==> src/rtl/mem_port_arbiter.sv <==
// mem_port_arbiter
//   Shares one single-port unified memory between the instruction-fetch port
//   (I, read-only) and the load/store port (D, read/write). One transaction is
//   in flight at a time. Ties are broken round-robin. A per-access timeout turns
//   a silent memory into an error response, so the core never hangs.
//
// Ports
//   clk, reset            rising-edge clock, synchronous active-high reset
//   i_req/i_addr          I-port request (held until i_ack)
//   i_ack/i_rdata         I-port completion pulse and read data
//   d_req/d_we/d_addr/d_wdata   D-port request (held until d_ack)
//   d_ack/d_rdata         D-port completion pulse and read data (0 on writes)
//   err                   set together with the ack when the access timed out
//   mem_req/mem_we/mem_addr/mem_wdata   one-cycle command strobe to memory
//   mem_rvalid/mem_rdata  memory completion (read data valid or write done)
//
// Every output is a register. Flow: IDLE -> ISSUE -> WAIT -> RESP -> IDLE.
module mem_port_arbiter #(
    parameter int ADDR_W  = 32,
    parameter int DATA_W  = 32,
    parameter int TIMEOUT = 16   // must be >= 2
) (
    input  logic              clk,
    input  logic              reset,
    input  logic              i_req,
    input  logic [ADDR_W-1:0] i_addr,
    output logic              i_ack,
    output logic [DATA_W-1:0] i_rdata,
    input  logic              d_req,
    input  logic              d_we,
    input  logic [ADDR_W-1:0] d_addr,
    input  logic [DATA_W-1:0] d_wdata,
    output logic              d_ack,
    output logic [DATA_W-1:0] d_rdata,
    output logic              err,
    output logic              mem_req,
    output logic              mem_we,
    output logic [ADDR_W-1:0] mem_addr,
    output logic [DATA_W-1:0] mem_wdata,
    input  logic              mem_rvalid,
    input  logic [DATA_W-1:0] mem_rdata
);

    localparam int CNT_W = $clog2(TIMEOUT);
    localparam logic [CNT_W-1:0] CNT_LAST = CNT_W'(TIMEOUT - 1);

    typedef enum logic [1:0] {IDLE, ISSUE, WAIT, RESP} state_t;

    state_t           state, next_state;
    logic [CNT_W-1:0] cnt;
    logic             owner;       // 1 = D port owns the access in flight
    logic             we;          // latched write flag of the access in flight
    logic             last_grant;  // 1 = D was granted last
    logic             grant;       // IDLE is granting this cycle
    logic             grant_d;     // ...and the winner is D
    logic             finish;      // WAIT ends this cycle (data or timeout)

    always_comb begin
        next_state = state;
        grant      = 1'b0;
        grant_d    = 1'b0;
        finish     = 1'b0;
        unique case (state)
            IDLE: begin
                if (i_req || d_req) begin
                    grant = 1'b1;
                    // D wins a tie only if I was served last.
                    grant_d    = d_req && (!i_req || !last_grant);
                    next_state = ISSUE;
                end
            end
            ISSUE: next_state = WAIT;
            WAIT: begin
                // rvalid on the final count still counts as a good response.
                if (mem_rvalid || cnt == CNT_LAST) begin
                    finish     = 1'b1;
                    next_state = RESP;
                end
            end
            RESP:    next_state = IDLE;
            default: next_state = IDLE;
        endcase
    end

    always_ff @(posedge clk) begin
        if (reset) begin
            state      <= IDLE;
            cnt        <= '0;
            owner      <= 1'b0;
            we         <= 1'b0;
            last_grant <= 1'b0;
            mem_req    <= 1'b0;
            mem_we     <= 1'b0;
            mem_addr   <= '0;
            mem_wdata  <= '0;
            i_ack      <= 1'b0;
            i_rdata    <= '0;
            d_ack      <= 1'b0;
            d_rdata    <= '0;
            err        <= 1'b0;
        end else begin
            state     <= next_state;
            // Strobes and their qualified data default low each cycle.
            mem_req   <= 1'b0;
            mem_we    <= 1'b0;
            mem_addr  <= '0;
            mem_wdata <= '0;
            i_ack     <= 1'b0;
            i_rdata   <= '0;
            d_ack     <= 1'b0;
            d_rdata   <= '0;
            err       <= 1'b0;

            // The command registers double as the latch of the granted request;
            // they are presented for exactly the ISSUE cycle.
            if (grant) begin
                owner      <= grant_d;
                last_grant <= grant_d;
                we         <= grant_d & d_we;
                mem_req    <= 1'b1;
                mem_we     <= grant_d & d_we;
                mem_addr   <= grant_d ? d_addr : i_addr;
                mem_wdata  <= grant_d ? d_wdata : '0;
            end

            if (state == ISSUE)
                cnt <= '0;
            else if (state == WAIT)
                cnt <= cnt + CNT_W'(1);

            if (finish) begin
                err <= !mem_rvalid;
                if (owner) begin
                    d_ack   <= 1'b1;
                    d_rdata <= (mem_rvalid && !we) ? mem_rdata : '0;
                end else begin
                    i_ack   <= 1'b1;
                    i_rdata <= mem_rvalid ? mem_rdata : '0;
                end
            end
        end
    end

endmodule
==> config.mk <==
export PLATFORM = sky130hd
export DESIGN_NAME = mem_port_arbiter
export DESIGN_NICKNAME = d
export VERILOG_FILES = /design/src/rtl/mem_port_arbiter.sv
export SDC_FILE = /design/constraint.sdc
export NUM_CORES = 1
export LEC_CHECK = 0
export ABC_AREA = 0
export CAP_MARGIN = 10
export CORE_MARGIN = 2
export CORE_UTILIZATION = 40
export CTS_CLUSTER_DIAMETER = 150
export DETAILED_ROUTE_END_ITERATION = 10
export PLACE_DENSITY = 0.86
export SLEW_MARGIN = 15
export SYNTH_ARGS = -nofsm -noshare
export SYNTH_HDL_FRONTEND = slang
export SYNTH_SLANG_ARGS = --single-unit
==> constraint.sdc <==
create_clock -name clk -period 2.9 [get_ports clk]
set_input_delay 0.435 -clock clk [delete_from_list [all_inputs] [get_ports clk]]
set_output_delay 0.435 -clock clk [all_outputs]
set_load 0.02 [all_outputs]
==> flow_summary.json, run 1 <==
{
  "p_clk_frac": 0.365,
  "crit_chain": "clkdlybuf4s50_1",
  "synthXorXnorAreaFrac": 0.00601,
  "ctsResizeCount": 0,
  "dieArea_um2": 11800,
  "wl_per_cell_um": 15.8,
  "max_stage_delay_ns": 0.61,
  "cts_tree": "built",
  "clkSlewWorstSetupHoldPaths_ns": 0.06,
  "internal_power_mw": 4.06,
  "synth_area_leaders": "dfxtp_1, and2_1, nand3_1",
  "ys_warn_count": 0,
  "leakagePower_nw": 2.94,
  "cts_max_level": 4,
  "netSwitchingPower_mw": 1.61,
  "hold_viol": 0,
  "p_seq_frac": 0.394,
  "drtIter0Drc": 171,
  "ys_types": 29,
  "ant_nets": 0,
  "power_frac_comb": 0.242,
  "crit_buf_inv": 1,
  "gr-usage-all-layers": 0.217,
  "setup-tns-final_ns": 0,
  "synth-simple-area-share": 0.212,
  "cp-start-kind": "flip-flop",
  "portBuffers": 266,
  "postRouteWirelength_mm": 13.1,
  "power_mw": 5.67,
  "critPathMaxFanout": 1,
  "cp_slowest_cell": "clkdlybuf4s50_1",
  "syn_nets": 546,
  "period_share": 0.661,
  "worstPathArrival_ns": 1.48,
  "syn_area_um2": 4370,
  "r2r_start": "state[0]",
  "syn_to_final_growth_pct": 75.7,
  "required_ns": 2.47,
  "grt_overflow": 0,
  "setup.worst_path.start": "d_rdata[6]",
  "die_width_um": 109,
  "diodes": 0,
  "max_clock_freq_mhz": 522,
  "layout_min_cycle_time_ns": 1.92,
  "antenna_found_initial": 0,
  "tightest_slew_ns": 0.516,
  "synthAdderAreaFrac": 0.0114,
  "hold_buffers": 0,
  "syn-instance-count": 408,
  "cp-end-kind": "output pin",
  "crit_family": "buffers and inverters",
  "hold_path.startpoint": "d_addr[1]",
  "status": "completed",
  "drv_cap": 0,
  "switching_share": 0.285,
  "final_nets": 810,
  "yosysSeqAreaShare": 0.645,
  "postSynthAreaPerCell_um2": 10.7,
  "synth_top_family_by_area": "simple AND/OR/NAND/NOR gates",
  "num_vias": 3872,
  "clkLatencyLatePin_ns": 0.51,
  "slew_headroom": 0.656,
  "setup_ws_ns": 0.983,
  "cts-buffers-inserted": 17,
  "placementRows": 38,
  "setup_viol": 0,
  "yosysTopAreaCellShare": 0.645,
  "max-clock-path-buffers": 2,
  "cts_root_buf": "clkbuf_8",
  "hold_class": "in -> reg",
  "grt_pass1_wl_mm": 19.3,
  "synth_compound_area_frac": 0.0824,
  "hpwl_mm": 9.67,
  "coreArea_um2": 10700,
  "fill_cells": 772,
  "initial_utilization": 0.407,
  "grt_start_max_net_pins": 35,
  "slew_violations": 0,
  "clock_skew_ns": 0.00647,
  "grt_pass1_vias": 3983,
  "drive_above_1_share": 0.0629,
  "path_class": "reg -> out",
  "die_h_um": 109,
  "yosysTopAreaCell": "dfxtp_1",
  "rsz0062_at_grt": "no",
  "peakVddDrop_mv": 0.379,
  "firstDrtPassIters": 5,
  "ys_ff_latch": 141,
  "dp_slack_ns": 0.731,
  "synth_mux_area_frac": 0.00458,
  "post-route-util": 0.715,
  "holdWs_ns": 0.483,
  "cts.sinks": 141,
  "drc": 0,
  "postCtsSetupRepairBufs": 0,
  "vias_per_cell": 4.70,
  "ioPinCount": 267,
  "cellPowerDensity_nw_per_um2": 738,
  "place_congestion": 0.805
}
-- cells in the mapped netlist (all sizes together) --
cell,number
nor3,7
a22o,1
or2,1
ha,4
dfxtp,141
and2,98
nand3,34
nand4,1
a211oi,2
inv,3
nor3b,2
a31oi,1
nand2b,3
xor2,2
mux2i,2
clkbuf,8
nor2,5
buf,21
xnor2,1
nand3b,1
o21ai,33
nand2,4
a21oi,33
-- cell families after synthesis --
| kind of cell | Yosys count |
|---|---|
| and+or+nand+nor | 156 |
| DFF | 141 |
| AOI/OAI and AO/OA | 70 |
| buffers and inverters | 32 |
| adders and majority gates | 4 |
| xor gates and xnor gates | 3 |
| muxes | 2 |
-- cell type report --
class,instances,area [um^2],area share
Timing Repair Buffer,274,2720,0.354
Clock buffer,18,428,0.0557
Tap cell,140,175,0.0228
Sequential cell,141,2820,0.367
Multi-Input combinational cell,235,1380,0.180
Inverter,3,11.3,0.00147
Clock inverter,13,143,0.0186
-- state kept, by name (all words and copies together) (netlist names), 2 cells and up --
| signal | count |
|---|---|
| d_rdata | 32 |
| i_rdata | 32 |
| mem_addr | 32 |
| mem_wdata | 32 |
| cnt | 4 |
| state | 2 |
-- path summary, 6_finish.rpt --
| kind | endpoint | slack, ns | cells past startpoint |
|---|---|---|---|
| worst min-delay path | mem_addr[1] | 0.48 | 3 |
| worst max register to register | d_rdata[16] | 1.20 | 6 |
| worst min register to register | err | 0.49 | 2 |
| worst max-delay path | d_rdata[6] | 0.98 | 1 |
-- per-stage QoR --
| step | cell area [um^2] | instances |
|---|---|---|
| 5_1_grt | 7690 | 824 |
| 3_5_place_dp | 7120 | 793 |
| 3_3_place_gp | 7120 | 793 |
| 2_1_floorplan | 4370 | 408 |
| 4_1_cts | 7690 | 824 |
| 6_report | 7690 | 824 |
-- cell usage in the layout, fill, tap and decap left out --
| cell | instances |
|---|---|
| nor3_1 | 6 |
| mux2i_1 | 2 |
| a22o_1 | 1 |
| nor3_2 | 1 |
| clkbuf_16 | 16 |
| clkinv_4 | 2 |
| buf_4 | 8 |
| clkbuf_8 | 2 |
| inv_6 | 2 |
| clkdlybuf4s50_1 | 266 |
| bufinv_16 | 2 |
| nor2_1 | 5 |
| ha_1 | 4 |
| nor3b_2 | 1 |
| clkinvlp_4 | 5 |
| o21ai_0 | 3 |
| or2_1 | 1 |
| xnor2_1 | 1 |
| xor2_1 | 2 |
| nand3b_1 | 1 |
| dfxtp_1 | 141 |
| a21oi_1 | 33 |
| inv_2 | 1 |
| and2_1 | 98 |
| nand4_1 | 1 |
| o21ai_1 | 30 |
| nand2_1 | 4 |
| a31oi_1 | 1 |
| clkinv_2 | 2 |
| nand2b_1 | 3 |
| nand3_1 | 34 |
| a211oi_1 | 2 |
| inv_1 | 2 |
| nor3b_4 | 1 |
-- per-layer routing --
layer,vias to the layer above,global-route usage,part of all wire
met5,-,0,0
met2,215,0.387,0.52
met4,0,0.114,0.023
met3,25,0.0832,0.096
li1,1870,-,-
met1,1762,0.218,0.36
-- power groups by stage --
stage | Sequential [mW] | Combinational (mW) | Clock, mW
finish | 2.23 | 1.37 | 2.07
global route | 2.25 | 1.47 | 2.19
CTS | 2.24 | 1.38 | 2.11
detailed placement | 2.28 | 1.37 | 0
global placement | 2.27 | 1.34 | 0
floorplan | 2.52 | 0.431 | 0
No activity file was read; power rests on OpenSTA's default activity.
==> inputs of run 2 (changes only) <==
- CORE_UTILIZATION: 40 -> 37
- PLACE_DENSITY: 0.86 -> 0.8
- clock period: 2.9 -> 1.8 ns (I/O delays scaled with it)
==> flow_summary.json, run 2 (same netlist as run 1, synthesis figures left out) <==
{
  "layout_common_cells": "clkdlybuf4s50_1, dfxtp_1, and2_1, nand3_1, a21oi_1",
  "grt_pass1_vias": 3925,
  "clkSlewWorstSetupHoldPaths_ns": 0.06,
  "hpwl_mm": 9.59,
  "grt_overflow": 0,
  "top_usage_layer": "met2",
  "cts_root_buf": "clkbuf_16",
  "path_class": "reg -> out",
  "wl_per_cell_um": 15.7,
  "rsz0062_at_grt": "no",
  "portBuffers": 266,
  "tightest_slew_ns": 0.343,
  "final_nets": 815,
  "drc": 0,
  "cts_max_level": 4,
  "coreArea_um2": 11500,
  "r2r_cells": 6,
  "grt_pass1_wl_mm": 20.0,
  "status": "completed",
  "cp_slowest_cell": "clkdlybuf4s50_1",
  "ioPinCount": 267,
  "drv_cap": 0,
  "cts-buffers-inserted": 17,
  "postRouteWirelength_mm": 13.1,
  "crit_path_end": "d_rdata[5]",
  "clkLatencyLatePin_ns": 0.41,
  "clock_skew_ns": 0.00539,
  "die_h_um": 113,
  "hold_viol": 0,
  "post-route-util": 0.681,
  "max-clock-path-buffers": 2,
  "die_width_um": 113,
  "cts_tree": "built",
  "period_share": 0.911,
  "worstPathArrival_ns": 1.37,
  "firstDrtPassIters": 4,
  "postCtsSetupRepairBufs": 0,
  "drtIter0Drc": 193,
  "antenna_found_initial": 0,
  "crit_family": "buffers and inverters",
  "cp-start-kind": "flip-flop",
  "initial_utilization": 0.381,
  "cts.sinks": 141,
  "hold_class": "in -> reg",
  "setup_ws_ns": 0.159,
  "layout_min_cycle_time_ns": 1.64,
  "fill_cells": 847,
  "diodes": 0,
  "max_stage_delay_ns": 0.62,
  "drive_above_1_share": 0.0710,
  "max_clock_freq_mhz": 610,
  "slew_headroom": 0.771,
  "grt_start_max_net_pins": 35,
  "gr-usage-all-layers": 0.204,
  "slew_violations": 0,
  "use_met1": 0.206,
  "setup-tns-final_ns": 0,
  "leakagePower_nw": 2.99,
  "dp_slack_ns": 0.156,
  "syn_to_final_growth_pct": 78.5,
  "grtUsageMet2": 0.366,
  "reg2reg_to": "i_rdata[9]",
  "cellPowerDensity_nw_per_um2": 1200,
  "power_mw": 9.41,
  "peakVddDrop_mv": 1.06,
  "vias_per_cell": 4.65,
  "crit_chain": "clkdlybuf4s50_1",
  "r2r_start": "state[0]",
  "placementRows": 39,
  "dieArea_um2": 12700,
  "setup_viol": 0,
  "worst-r2r-setup-slack_ns": 0.25,
  "crit_cells": 1,
  "place_congestion": 0.847,
  "num_vias": 3876,
  "critPathMaxFanout": 1,
  "layout_commonest_cell": "clkdlybuf4s50_1",
  "cp-end-kind": "output pin",
  "crit_buf_inv": 1,
  "setup.worst_path.start": "d_rdata[5]",
  "grtUsageMet3": 0.0766,
  "ant_nets": 0,
  "required_ns": 1.53,
  "hold_buffers": 0
}
==> run 2: cell types whose count changed in the layout (fill, tap and decap cells not counted) <==
| cell | previous run | this run |
|---|---|---|
| buf_12 | 0 | 4 |
| clkbuf_8 | 2 | 0 |
| buf_4 | 8 | 9 |
| bufinv_16 | 2 | 3 |
| clkbuf_1 | 0 | 1 |
| clkbuf_16 | 16 | 17 |
| clkinv_2 | 2 | 3 |
| clkinv_4 | 2 | 1 |
| ha_1 | 4 | 3 |
| ha_2 | 0 | 1 |
==> run 2: stage by stage <==
stage | instances | hold slack (ns) | area (um^2)
6_report | 833 | 0.414 | 7810
5_1_grt | 833 | 0.403 | 7810
4_1_cts | 833 | 0.393 | 7800
3_5_place_dp | 801 | 0.488 | 7210
3_3_place_gp | 801 | 0.474 | 7210
2_1_floorplan | 408 | 0.347 | 4370
==> run 2: worst min path at each step <==
stage               slack [ns]  cells after the start            end         from
floorplan                 0.35                      1            err   mem_rvalid
global placement          0.47                      2            err       cnt[3]
detailed placement        0.49                      2            err       cnt[3]
CTS                       0.39                      2  mem_wdata[29]  d_wdata[29]
global route              0.40                      2  mem_wdata[23]  d_wdata[23]
finish                    0.41                      2  mem_wdata[29]  d_wdata[29]
==> run 2: layout make-up <==
| cell class | instances | area [um^2] | share of cell area |
|---|---|---|---|
| clock buffer | 18 | 429 | 0.0550 |
| timing repair buffer | 279 | 2810 | 0.360 |
| sequential | 141 | 2820 | 0.362 |
| inverter | 3 | 11.3 | 0.00144 |
| multi-input combinational | 235 | 1390 | 0.178 |
| tap | 143 | 179 | 0.0229 |
| clock inverter | 14 | 169 | 0.0216 |
==> run 2: report_power, final <==
group / internal (mW) / total, mW / switching (mW)
Clock: 2.18 / 3.50 / 1.32
Sequential: 3.47 / 3.60 / 0.124
Combinational: 1.13 / 2.31 / 1.17
Total: 6.78 / 9.41 / 2.62
==> run 2: metal layers <==
layer | vias up | part of all wire
met3 | 29 | 0.091
met4 | 0 | 0.030
met1 | 1761 | 0.36
met5 | - | 0
met2 | 210 | 0.52
li1 | 1876 | -
==> run 2: timing repair <==
action                                 in CTS  in global routing
resized for setup                           0                  1
endpoints found under the hold margin       0                  0
setup endpoints to repair                   0                 17
==> inputs of run 3 (changes only) <==
- CTS_CLUSTER_SIZE: default -> 25
==> results of run 3 <==
The final DEF is identical to that of run 2; final timing and power are the same.
